<file path="src/rtl/ram_write_merger.sv">
// Merges two same-cycle RAM write ports onto one registered single-port RAM write,
// queuing the overflow in a small FIFO and offering an end-of-frame flush handshake.
module ram_write_merger #(
  parameter int ADDR_W = 16,
  parameter int DATA_W = 16,
  parameter int DEPTH  = 8,
  parameter int PTR_W  = 3
) (
  input  logic              iClock,
  input  logic              iReset,
  input  logic              iEnable,
  input  logic              iWrEn1,
  input  logic [ADDR_W-1:0] iWrAddr1,
  input  logic [DATA_W-1:0] iWrData1,
  input  logic              iWrEn2,
  input  logic [ADDR_W-1:0] iWrAddr2,
  input  logic [DATA_W-1:0] iWrData2,
  input  logic              iFlush,
  output logic              oRamEnable,
  output logic [ADDR_W-1:0] oRamAddress,
  output logic [DATA_W-1:0] oRamData,
  output logic [PTR_W:0]    oLevel,
  output logic              oOverflow,
  output logic              oFlushDone
);

  typedef struct packed {
    logic [ADDR_W-1:0] addr;
    logic [DATA_W-1:0] data;
  } entry_t;

  typedef enum logic [1:0] {RUN, DRAIN, DONE} state_t;

  localparam logic [PTR_W:0] FULL = (PTR_W+1)'(DEPTH);

  entry_t           mem [DEPTH];
  logic [PTR_W-1:0] rd_ptr, wr_ptr;
  logic [PTR_W:0]   count, count_next, occ_a, occ_b;
  state_t           state, state_next;
  entry_t           port1, port2, head, slot, push_a, push_b;
  logic             pop, slot_valid, push_a_valid, push_b_valid;
  logic             accept_a, accept_b, drop;

  assign port1 = {iWrAddr1, iWrData1};
  assign port2 = {iWrAddr2, iWrData2};
  assign head  = mem[rd_ptr];

  // Slot goes to the oldest source (head, port 1, port 2); the rest queue in that order.
  always_comb begin
    // NOTE: every combinational output gets a default first so no path can infer a latch.
    pop          = (count != '0);
    slot_valid   = 1'b1;
    slot         = head;
    push_a_valid = 1'b0;
    push_a       = port2;
    push_b_valid = 1'b0;
    push_b       = port2;
    if (pop) begin
      if (iWrEn1) begin
        push_a_valid = 1'b1;
        push_a       = port1;
        push_b_valid = iWrEn2;
      end else begin
        push_a_valid = iWrEn2;
      end
    end else if (iWrEn1) begin
      slot         = port1;
      push_a_valid = iWrEn2;
    end else begin
      slot       = port2;
      slot_valid = iWrEn2;
    end

    occ_a      = count - {{PTR_W{1'b0}}, pop};
    accept_a   = push_a_valid && (occ_a < FULL);
    occ_b      = occ_a + {{PTR_W{1'b0}}, accept_a};
    accept_b   = push_b_valid && (occ_b < FULL);
    drop       = (push_a_valid && !accept_a) || (push_b_valid && !accept_b);
    count_next = occ_b + {{PTR_W{1'b0}}, accept_b};
  end

  always_comb begin
    state_next = state;
    case (state)
      RUN:     if (iFlush) state_next = DRAIN;
      DRAIN:   if (count_next == '0 && !iWrEn1 && !iWrEn2) state_next = DONE;
      DONE:    state_next = RUN;
      default: state_next = RUN;
    endcase
  end

  always_ff @(posedge iClock) begin
    // NOTE: sequential state uses non-blocking assignments so every register samples pre-edge values.
    if (iReset) begin
      state     <= RUN;
      count     <= '0;
      rd_ptr    <= '0;
      wr_ptr    <= '0;
      oOverflow <= 1'b0;
    end else if (iEnable) begin
      state  <= state_next;
      count  <= count_next;
      rd_ptr <= rd_ptr + PTR_W'(pop);
      wr_ptr <= wr_ptr + PTR_W'(accept_a) + PTR_W'(accept_b);
      if (drop) oOverflow <= 1'b1;
    end
  end

  // NOTE: FIFO storage has no reset; occupancy and pointers alone decide what is valid.
  always_ff @(posedge iClock) begin
    if (iEnable && !iReset) begin
      if (accept_a) mem[wr_ptr] <= push_a;
      if (accept_b) mem[wr_ptr + PTR_W'(1)] <= push_b;
    end
  end

  // Address and data only move on a real write so the RAM bus stays quiet when idle.
  always_ff @(posedge iClock) begin
    if (iReset) begin
      oRamEnable  <= 1'b0;
      oRamAddress <= '0;
      oRamData    <= '0;
    end else if (!iEnable) begin
      oRamEnable <= 1'b0;
    end else begin
      oRamEnable <= slot_valid;
      if (slot_valid) begin
        oRamAddress <= slot.addr;
        oRamData    <= slot.data;
      end
    end
  end

  assign oLevel     = count;
  assign oFlushDone = (state == DONE);

endmodule

</file>
<file path="config.mk">
export PLATFORM = sky130hd
export DESIGN_NAME = ram_write_merger
export DESIGN_NICKNAME = d
export VERILOG_FILES = /design/src/rtl/ram_write_merger.sv
export SDC_FILE = /design/constraint.sdc
export NUM_CORES = 1
export LEC_CHECK = 0
export BUFFER_PORTS_ARGS = -buffer_cell sky130_fd_sc_hd__buf_4
export CORE_ASPECT_RATIO = 1.4
export CORE_MARGIN = 2
export CORE_UTILIZATION = 35
export CTS_CLUSTER_SIZE = 25
export DETAILED_ROUTE_END_ITERATION = 10
export GPL_ROUTABILITY_DRIVEN = 0
export SLEW_MARGIN = 5
export SYNTH_ARGS = -nofsm -noshare
export SYNTH_HDL_FRONTEND = slang
export SYNTH_SLANG_ARGS = --single-unit
</file>
<file path="constraint.sdc">
create_clock -name iClock -period 7.8 [get_ports iClock]
set_input_delay 0.78 -clock iClock [delete_from_list [all_inputs] [get_ports iClock]]
set_output_delay 0.78 -clock iClock [all_outputs]
set_load 0.1 [all_outputs]
</file>
==> results of run 1 <==
routing by layer:
layer | vias up | GRT usage | part of all wire
met5 | - | 0 | 0
met4 | 0 | 0.0520 | 0.025
met3 | 65 | 0.0214 | 0.037
met2 | 185 | 0.292 | 0.52
met1 | 4743 | 0.195 | 0.41
li1 | 4232 | - | -
worst max-delay path, delay by kind of cell (launching register included):
family	cells	cell delay, ns
compound gates	1	0.71
xor+xnor	2	0.75
fa+ha+maj	2	0.60
buf+inv	4	1.62
flops	1	0.38
simple gates	5	1.73
area by class of cell:
type | instances | area (µm²) | share of cell area
Clock buffer | 38 | 812 | 0.0437
Timing Repair Buffer | 125 | 938 | 0.0505
Inverter | 11 | 42.5 | 0.00229
Clock inverter | 15 | 119 | 0.00640
Multi-Input combinational cell | 650 | 7210 | 0.388
Tap cell | 617 | 772 | 0.0416
Sequential cell | 305 | 8670 | 0.467
metrics by stage:
step	hold slack [ns]	cells	total power, mW	setup slack (ns)	cell area [µm²]
after CTS	0.477	1761	6.59	1.61	18600
final	0.469	1761	6.52	1.67	18600
after floorplan	0.485	1076	4.57	1.65	16400
after global routing	0.483	1761	6.85	1.17	18600
after detailed placement	0.460	1708	5.16	1.63	17600
after global placement	0.456	1708	5.11	1.78	17600
layout by cell type, fill, tap and decap left out, types with 3 or more instances in the layout:
master,n
clkbuf_16,31
mux4_2,64
a32o_1,32
mux2_1,48
dfxtp_1,46
clkinv_2,5
mux2_2,82
nand2_1,74
mux2_4,126
edfxtp_1,256
clkinv_1,8
inv_1,10
a211oi_1,4
buf_4,125
nor2_1,50
xor2_1,6
mux2i_1,70
nor3_1,3
o21bai_4,6
a21oi_1,33
ha_1,10
clkbuf_1,6
and4_4,3
registers in the layout, indices dropped and copies added, names as in the netlist, 2 cells and up, named ones only:
name and cells:
state 2, oLevel 4, oRamAddress 16, oRamData 16, rd_ptr 3, mem 256
wr_ptr 3
power by group:
group | leakage, nW | switching [mW] | internal, mW | total (mW)
clock | 0.457 | 0.614 | 0.794 | 1.41
combinational | 3.35 | 1.58 | 1.29 | 2.86
sequential | 2.70 | 0.0909 | 2.16 | 2.25
total | 6.50 | 2.28 | 4.24 | 6.52
worst paths after layout:
check	from	to	slack, ns	cells after the start
setup / recovery	oLevel[3]	mem[7][11]	1.67	14
hold / removal	oRamAddress[15]	oRamAddress[15]	0.47	1
setup reg to reg	oLevel[3]	mem[7][11]	1.67	14
hold reg to reg	oRamAddress[15]	oRamAddress[15]	0.47	1
cell families after synthesis:
kind of cell,Yosys count
multiplexers,390
AO/OA/AOI/OAI,87
flip-flops,305
adder cells (fa/ha/maj),11
AND/OR/NAND/NOR,152
buffers and inverters,121
XOR/XNOR,10
==> reports/qor.yml, run 1 <==
route:
  wire_per_inst_um: 22.2
  wirelength_mm: 39.1
  vias_per_cell: 5.24
  first_pass_iters: 4
  drt_iter0_markers: 547
  num_vias: 9225
  drc: 0
  ant_nets: 0
worst_setup_path:
  cp_slowest_stage_delay_ns: 0.96
  path_cells: "nor4_4 -> buf_4 -> clkinv_2 -> ha_1 -> nor3b_2 -> xnor2_2 -> nand2_1 -> inv_1 -> ha_1 -> nand3_1 -> xnor2_2 -> nand3_2 -> o21ai_4 -> buf_4"
  criticalPathCategory: "reg -> reg"
  cp-end-kind: "flip-flop"
  start_kind: "flip-flop"
  cp_max_fo: 38
  worstPathArrival_ns: 6.38
  crit_path_top_delay_cell: "nand3_2"
  worstPathRequired_ns: 8.05
timing:
  post-route-min-period_ns: 6.13
  clock_skew_ns: 0.00701
  finalHoldViolations: 0
  max_freq_mhz: 163
  worstMarginPinSlew_ns: 1.12
  rsz0062_at_grt: "false"
  setup_violations: 0
  fin_tns_setup_ns: 0
  fin_crit_sh: 0.786
  max-slew-margin-rel: 0.253
  slew_violations: 0
global_route:
  grt_overflow: 0
  grt_pass1_vias: 9842
  grt.total_usage: 0.160
  antenna_found_initial: 0
  grt_first_pass_wirelength_mm: 60.2
  grt_max_degree: 66
synthesis:
  ys_async_sr_fraction: 0
  ys_seq_elements: 305
  synth-seq-area-share: 0.528
  yosys.area.top_type: "edfxtp_1"
  ys_warn_count: 0
  ys_types: 49
  syn_inst: 1076
  ys.flop_type: "edfxtp_1"
  syn_avg_cell_area_um2: 15.3
  syn_nets: 1157
  synth.cell_area_um2: 16400
  synth-compound-area-share: 0.0387
  synth_area_leaders: "edfxtp_1 (47%), mux2_4 (12%), mux4_2 (8.8%)"
  synth_mux_area_frac: 0.335
  yosysMostFrequentCell: "edfxtp_1"
  synth_top_cell_area_share: 0.468
  synth_edf_count: 256
  synthTopCellsByCount: "edfxtp_1 (256), mux2_4 (126), mux2_2 (82), nand2_1 (74), mux2i_1 (70)"
  synth_top_family_by_area: "multiplexers"
  synth-xor-area-share: 0.00709
  synthAdderAreaFrac: 0.00884
  synth-simple-area-share: 0.0427
floorplan:
  die_w_um: 187
  ios: 109
  core_um2: 46200
  initial_utilization: 0.355
  dieHeight_um: 260
  fp.dieArea_um2: 48700
  rows: 93
cts:
  ctsRootBufferMaster: "clkbuf_16"
  clk_pin_slew_ns: 0.06
  cts_buffers: 30
  clock-sinks: 305
  clk_path_buf_depth: 3
  post_cts_buffers: 0
  cts_tree: "done"
  cts.repair.resized: 0
  postCtsHoldBufs: 0
  clock_latency_ns: 0.57
  h-tree-depth: 1
finish:
  fillers: 4273
  drive_above_1_share: 0.406
  final_util: 0.402
  num_antenna_cells: 0
  nets: 1204
  syn_to_final_growth_pct: 13.1
power_and_ir_drop:
  power_density_nw_per_um2: 351
  vdd_drop_max_uv: 240
  power_leakage_nw: 6.50
placed_design:
  dp_hpwl_mm: 24.1
  io_buffers: 108
outcome:
  status: "finished, final reports clean"
worst_hold_path:
  min_path_type: "reg -> reg"
run:
  maxCapViolations: 0
Note: power is estimated with default switching activity, not from simulation.
==> run 2, diff against run 1 <==
clock period = 5 ns   (was 7.8 ns; I/O delays follow)
==> run 2 against run 1 <==
Against the previous run: worst setup slack worse by 0.95 ns; global-route usage up 0.64 points; non-clock buffer count up 9; total power up 58%; critical path type unchanged; highest routed layer unchanged.
==> reports/qor.yml, run 2 (synthesized netlist as in run 1, its figures left out) <==
power_and_ir_drop:
  p_int_mw: 6.63
  power_frac_seq: 0.343
  vdd_drop_max_uv: 319
  p_clk_frac: 0.220
  power_leakage_nw: 6.56
  power_density_nw_per_um2: 550
  switching_share: 0.354
  p_sw_mw: 3.64
  p_comb_frac: 0.436
cts:
  clk_pin_slew_ns: 0.06
  postCtsHoldBufs: 0
  cts_tree: "done"
  ctsRootBufferMaster: "clkbuf_16"
  cts.repair.resized: 0
  clock_latency_ns: 0.58
  cts_buffers: 31
  clock-sinks: 305
  clk_path_buf_depth: 3
  post_cts_buffers: 0
  h-tree-depth: 1
floorplan:
  dieHeight_um: 260
  initial_utilization: 0.355
  fp.dieArea_um2: 48700
  core_um2: 46200
  rows: 93
  die_w_um: 187
  ios: 109
route:
  first_pass_iters: 5
  num_vias: 9328
  wirelength_mm: 40.8
  ant_nets: 0
  wire_per_inst_um: 23.0
  vias_per_cell: 5.26
  drc: 0
  drt_iter0_markers: 664
run:
  maxCapViolations: 0
finish:
  layout_common_cells: "edfxtp_1 (256), buf_4 (134), mux2_4 (126), mux2_2 (82), nand2_1 (74)"
  mostFrequentLayoutCell: "edfxtp_1"
  regMostFlops: "mem"
  fillers: 4264
  stdcell_area_um2: 18700
  nets: 1214
  syn_to_final_growth_pct: 13.7
  drive_above_1_share: 0.413
  finalNonFillerCells: 1775
  reg.largest.list: "mem (256), oRamAddress (16), oRamData (16)"
  largest_register_ffs: 256
worst_setup_path:
  cp-end-kind: "flip-flop"
  start_kind: "flip-flop"
  criticalPathCategory: "reg -> reg"
  worstPathRequired_ns: 5.25
  worstPathArrival_ns: 4.54
  cp_max_fo: 18
timing:
  finalHoldViolations: 0
  setup_violations: 0
  clock_skew_ns: 0.0112
  fin_crit_sh: 0.856
  worstMarginPinSlew_ns: 1.09
  rsz0062_at_grt: "false"
  max-slew-margin-rel: 0.277
  slew_violations: 0
  max_freq_mhz: 234
  fin_ws_ns: 0.719
  fin_tns_setup_ns: 0
  post-route-min-period_ns: 4.28
placed_design:
  place_inst: 1717
  io_buffers: 108
  pre_cts_slack_ns: 0.714
  dp_hpwl_mm: 24.5
  placed_area_um2: 17700
outcome:
  status: "finished, final reports clean"
global_route:
  antenna_found_initial: 1
  grt_overflow: 0
  grt_pass1_vias: 9797
  grt_first_pass_wirelength_mm: 61.5
  grt.total_usage: 0.166
  grt_max_degree: 65
worst_hold_path:
  min_path_type: "in -> reg"
## run 2: cell types whose count changed in the layout (fill, tap and decap cells not counted)
| cell | change |
|---|---|
| clkinvlp_4 | +2 |
| buf_4 | +9 |
| dfxtp_2 | +1 |
| clkinv_2 | +1 |
| clkbuf_1 | +2 |
| dfxtp_1 | -1 |
| clkinv_1 | -2 |
| inv_6 | +1 |
| diode_2 | +1 |
## run 2: path summary, 6_finish.rpt
kind                                  start           to  slack [ns]  cells after the start
worst max-delay path              oLevel[3]   mem[6][26]        0.72                     13
worst min-delay path                 iWrEn2    oOverflow        0.26                      3
worst max register to register    oLevel[3]   mem[6][26]        0.72                     13
worst min register to register  oRamData[2]  oRamData[2]        0.47                      1
## run 2: power by group through the flow
stage | clock (mW) | combinational [mW] | sequential [mW]
global route | 2.40 | 4.83 | 3.56
detailed placement | 0 | 4.49 | 3.59
CTS | 2.31 | 4.51 | 3.53
global placement | 0 | 4.42 | 3.58
finish | 2.26 | 4.48 | 3.53
floorplan | 0 | 2.93 | 4.19
## run 2: routing by layer
metal | global-route usage | vias up | wire length, µm
li1 | - | 4265 | -
met1 | 0.202 | 4803 | 16700
met2 | 0.307 | 201 | 21500
met3 | 0.0182 | 59 | 1470
met4 | 0.0547 | 0 | 1170
met5 | 0 | - | 0
## run 2: final cells by class
class / count / area [µm²] / area share
sequential: 305 / 8680 / 0.465
multi-input combinational: 650 / 7210 / 0.386
timing repair buffer: 134 / 1010 / 0.0539
clock buffer: 40 / 820 / 0.0439
tap: 617 / 772 / 0.0413
clock inverter: 17 / 140 / 0.00751
inverter: 11 / 42.5 / 0.00228
antenna: 1 / 2.50 / 0.000134
## run 2: per-stage QoR
step / power, mW / hold WS (ns) / util
2_1_floorplan: 7.13 / 0.485 / -
3_3_place_gp: 8.00 / 0.453 / 0.383
3_5_place_dp: 8.08 / 0.460 / 0.383
4_1_cts: 10.4 / 0.231 / 0.404
5_1_grt: 10.8 / 0.268 / 0.404
6_report: 10.3 / 0.256 / 0.404
## run 2: worst max-delay path, cell delays in order, from the launching register on
cell	delay [ns]
dfxtp_1	0.37
nor4_4	0.33
clkinv_2	0.09
ha_1	0.20
nor3b_2	0.17
xnor2_2	0.30
nand2_1	0.17
inv_1	0.12
ha_1	0.20
nand3_1	0.13
xnor2_2	0.49
and4_4	0.57
o21bai_4	0.41
buf_4	0.39
==> run 3, diff against run 2 <==
PLACE_DENSITY_LB_ADDON = 0.3   (was unset)
==> run 3 against run 2 <==
Against the previous run: die area stayed put; critical path depth is 1 higher; sequential share of layout area is 0.28 points lower; global-route usage is 0.40 points higher; fmax is 5.9% higher; combinational power hardly changed; clock skew is 0.0064 ns higher.
==> reports/qor.yml, run 3 (synthesized netlist as in run 1, its figures left out) <==
outcome:
  status: "finished, final reports clean"
finish:
  syn_to_final_growth_pct: 14.4
  reg.largest.list: "mem (256), oRamAddress (16), oRamData (16)"
  regMostFlops: "mem"
  fillers: 4258
  finalNonFillerCells: 1775
  layout_common_cells: "edfxtp_1 (256), buf_4 (133), mux2_4 (126), mux2_2 (82), nand2_1 (74)"
  nets: 1214
  multi_input_area_um2: 7210
  drive_above_1_share: 0.417
  mostFrequentLayoutCell: "edfxtp_1"
  stdcell_area_um2: 18800
  largest_register_ffs: 256
  ff_latch_area_um2: 8680
cts:
  cts_tree: "done"
  clk_pin_slew_ns: 0.06
  postCtsHoldBufs: 0
  cts.repair.resized: 0
  clock_latency_ns: 0.57
  post_cts_buffers: 0
  h-tree-depth: 1
  clk_path_buf_depth: 3
  ctsRootBufferMaster: "clkbuf_16"
  clock-sinks: 305
  cts_buffers: 31
floorplan:
  dieHeight_um: 260
  core_um2: 46200
  die_w_um: 187
  rows: 93
  fp.dieArea_um2: 48700
  initial_utilization: 0.355
  ios: 109
timing:
  slew_violations: 0
  max-slew-margin-rel: 0.280
  clock_skew_ns: 0.0175
  finalHoldViolations: 0
  rsz0062_at_grt: "false"
  max_freq_mhz: 247
  post-route-min-period_ns: 4.04
  holdWs_ns: 0.264
  setup_violations: 0
  fin_crit_sh: 0.808
  worstMarginPinSlew_ns: 1.08
worst_setup_path:
  r2r_cells: 14
  criticalPathCategory: "reg -> reg"
  worstPathRequired_ns: 5.24
  cp_max_fo: 19
  cp-end-kind: "flip-flop"
  reg2reg_setup_slack_ns: 0.96
  worstPathArrival_ns: 4.28
  start_kind: "flip-flop"
  rr_startpoint: "oLevel[3]"
  reg2reg_to: "mem[6][0]"
power_and_ir_drop:
  power_leakage_nw: 6.62
  vdd_drop_max_uv: 580
  power_density_nw_per_um2: 557
  total_power_mw: 10.5
route:
  vias_per_cell: 5.27
  drt_iter0_markers: 571
  drc: 0
  wirelength_mm: 41.2
  ant_nets: 0
  first_pass_iters: 5
  num_vias: 9355
  wire_per_inst_um: 23.2
worst_hold_path:
  min_path_type: "in -> reg"
  whs_path_depth: 3
  min_to: "oOverflow"
  hp-start: "iWrEn2"
run:
  maxCapViolations: 0
global_route:
  grt_max_degree: 65
  grt_pass1_vias: 10100
  grt_overflow: 0
  antenna_found_initial: 1
  grt.total_usage: 0.170
  grt_first_pass_wirelength_mm: 63.2
placed_design:
  place_inst: 1717
  io_buffers: 108
  dp_hpwl_mm: 25.1
  placed_area_um2: 17700
[run 3: metal layers]
layer,vias up,track usage,wire length (µm)
met5,-,0,0
met4,0,0.0425,682
met3,39,0.0202,1580
met2,201,0.317,21900
met1,4843,0.209,17000
li1,4272,-,-
[run 3: report_power, final]
| part | switching (mW) | total, mW | internal [mW] | leakage [nW] |
|---|---|---|---|---|
| clock network | 0.981 | 2.42 | 1.44 | 0.523 |
| registers | 0.200 | 3.56 | 3.36 | 2.70 |
| logic | 2.45 | 4.48 | 2.03 | 3.39 |
| total | 3.63 | 10.5 | 6.84 | 6.62 |
[run 3: worst max path at each step]
stage                     startpoint    endpoint  slack (ns)  depth (start not counted)
after floorplan            oLevel[3]   mem[1][0]       -0.38                         11
after global placement     oLevel[3]  mem[0][18]        1.05                         14
after detailed placement   oLevel[3]  mem[0][18]        0.94                         14
after CTS                  oLevel[3]  mem[0][12]        0.96                         14
after global routing       oLevel[3]    state[0]        0.67                         20
final                      oLevel[3]   mem[6][0]        0.96                         14
[run 3: final cells by class]
class | count | area share
diodes | 1 | 0.000133
clock buffers | 37 | 0.0446
clock inverters | 20 | 0.0119
inverters | 11 | 0.00226
multi-input cells | 650 | 0.384
flip-flops and latches | 305 | 0.462
well taps | 617 | 0.0411
repair buffers | 134 | 0.0542
[run 3: worst max-delay path, cell delays in order (launching register included)]
cell,delay (ns)
dfxtp_1,0.37
nor4_4,0.33
clkinv_2,0.09
ha_1,0.20
nor3b_2,0.17
xnor2_2,0.29
nand2_1,0.16
inv_1,0.11
ha_1,0.20
nand3_1,0.13
xnor2_2,0.15
buf_4,0.21
and4_4,0.48
o21bai_4,0.41
buf_4,0.39
[run 3: stage by stage]
stage / setup WS [ns] / utilization / TNS [ns]
6_report: 0.960 / 0.407 / 0
3_3_place_gp: 1.05 / 0.384 / 0
5_1_grt: 0.671 / 0.407 / 0
4_1_cts: 0.957 / 0.407 / 0
2_1_floorplan: -0.376 / - / -35.37
3_5_place_dp: 0.944 / 0.384 / 0
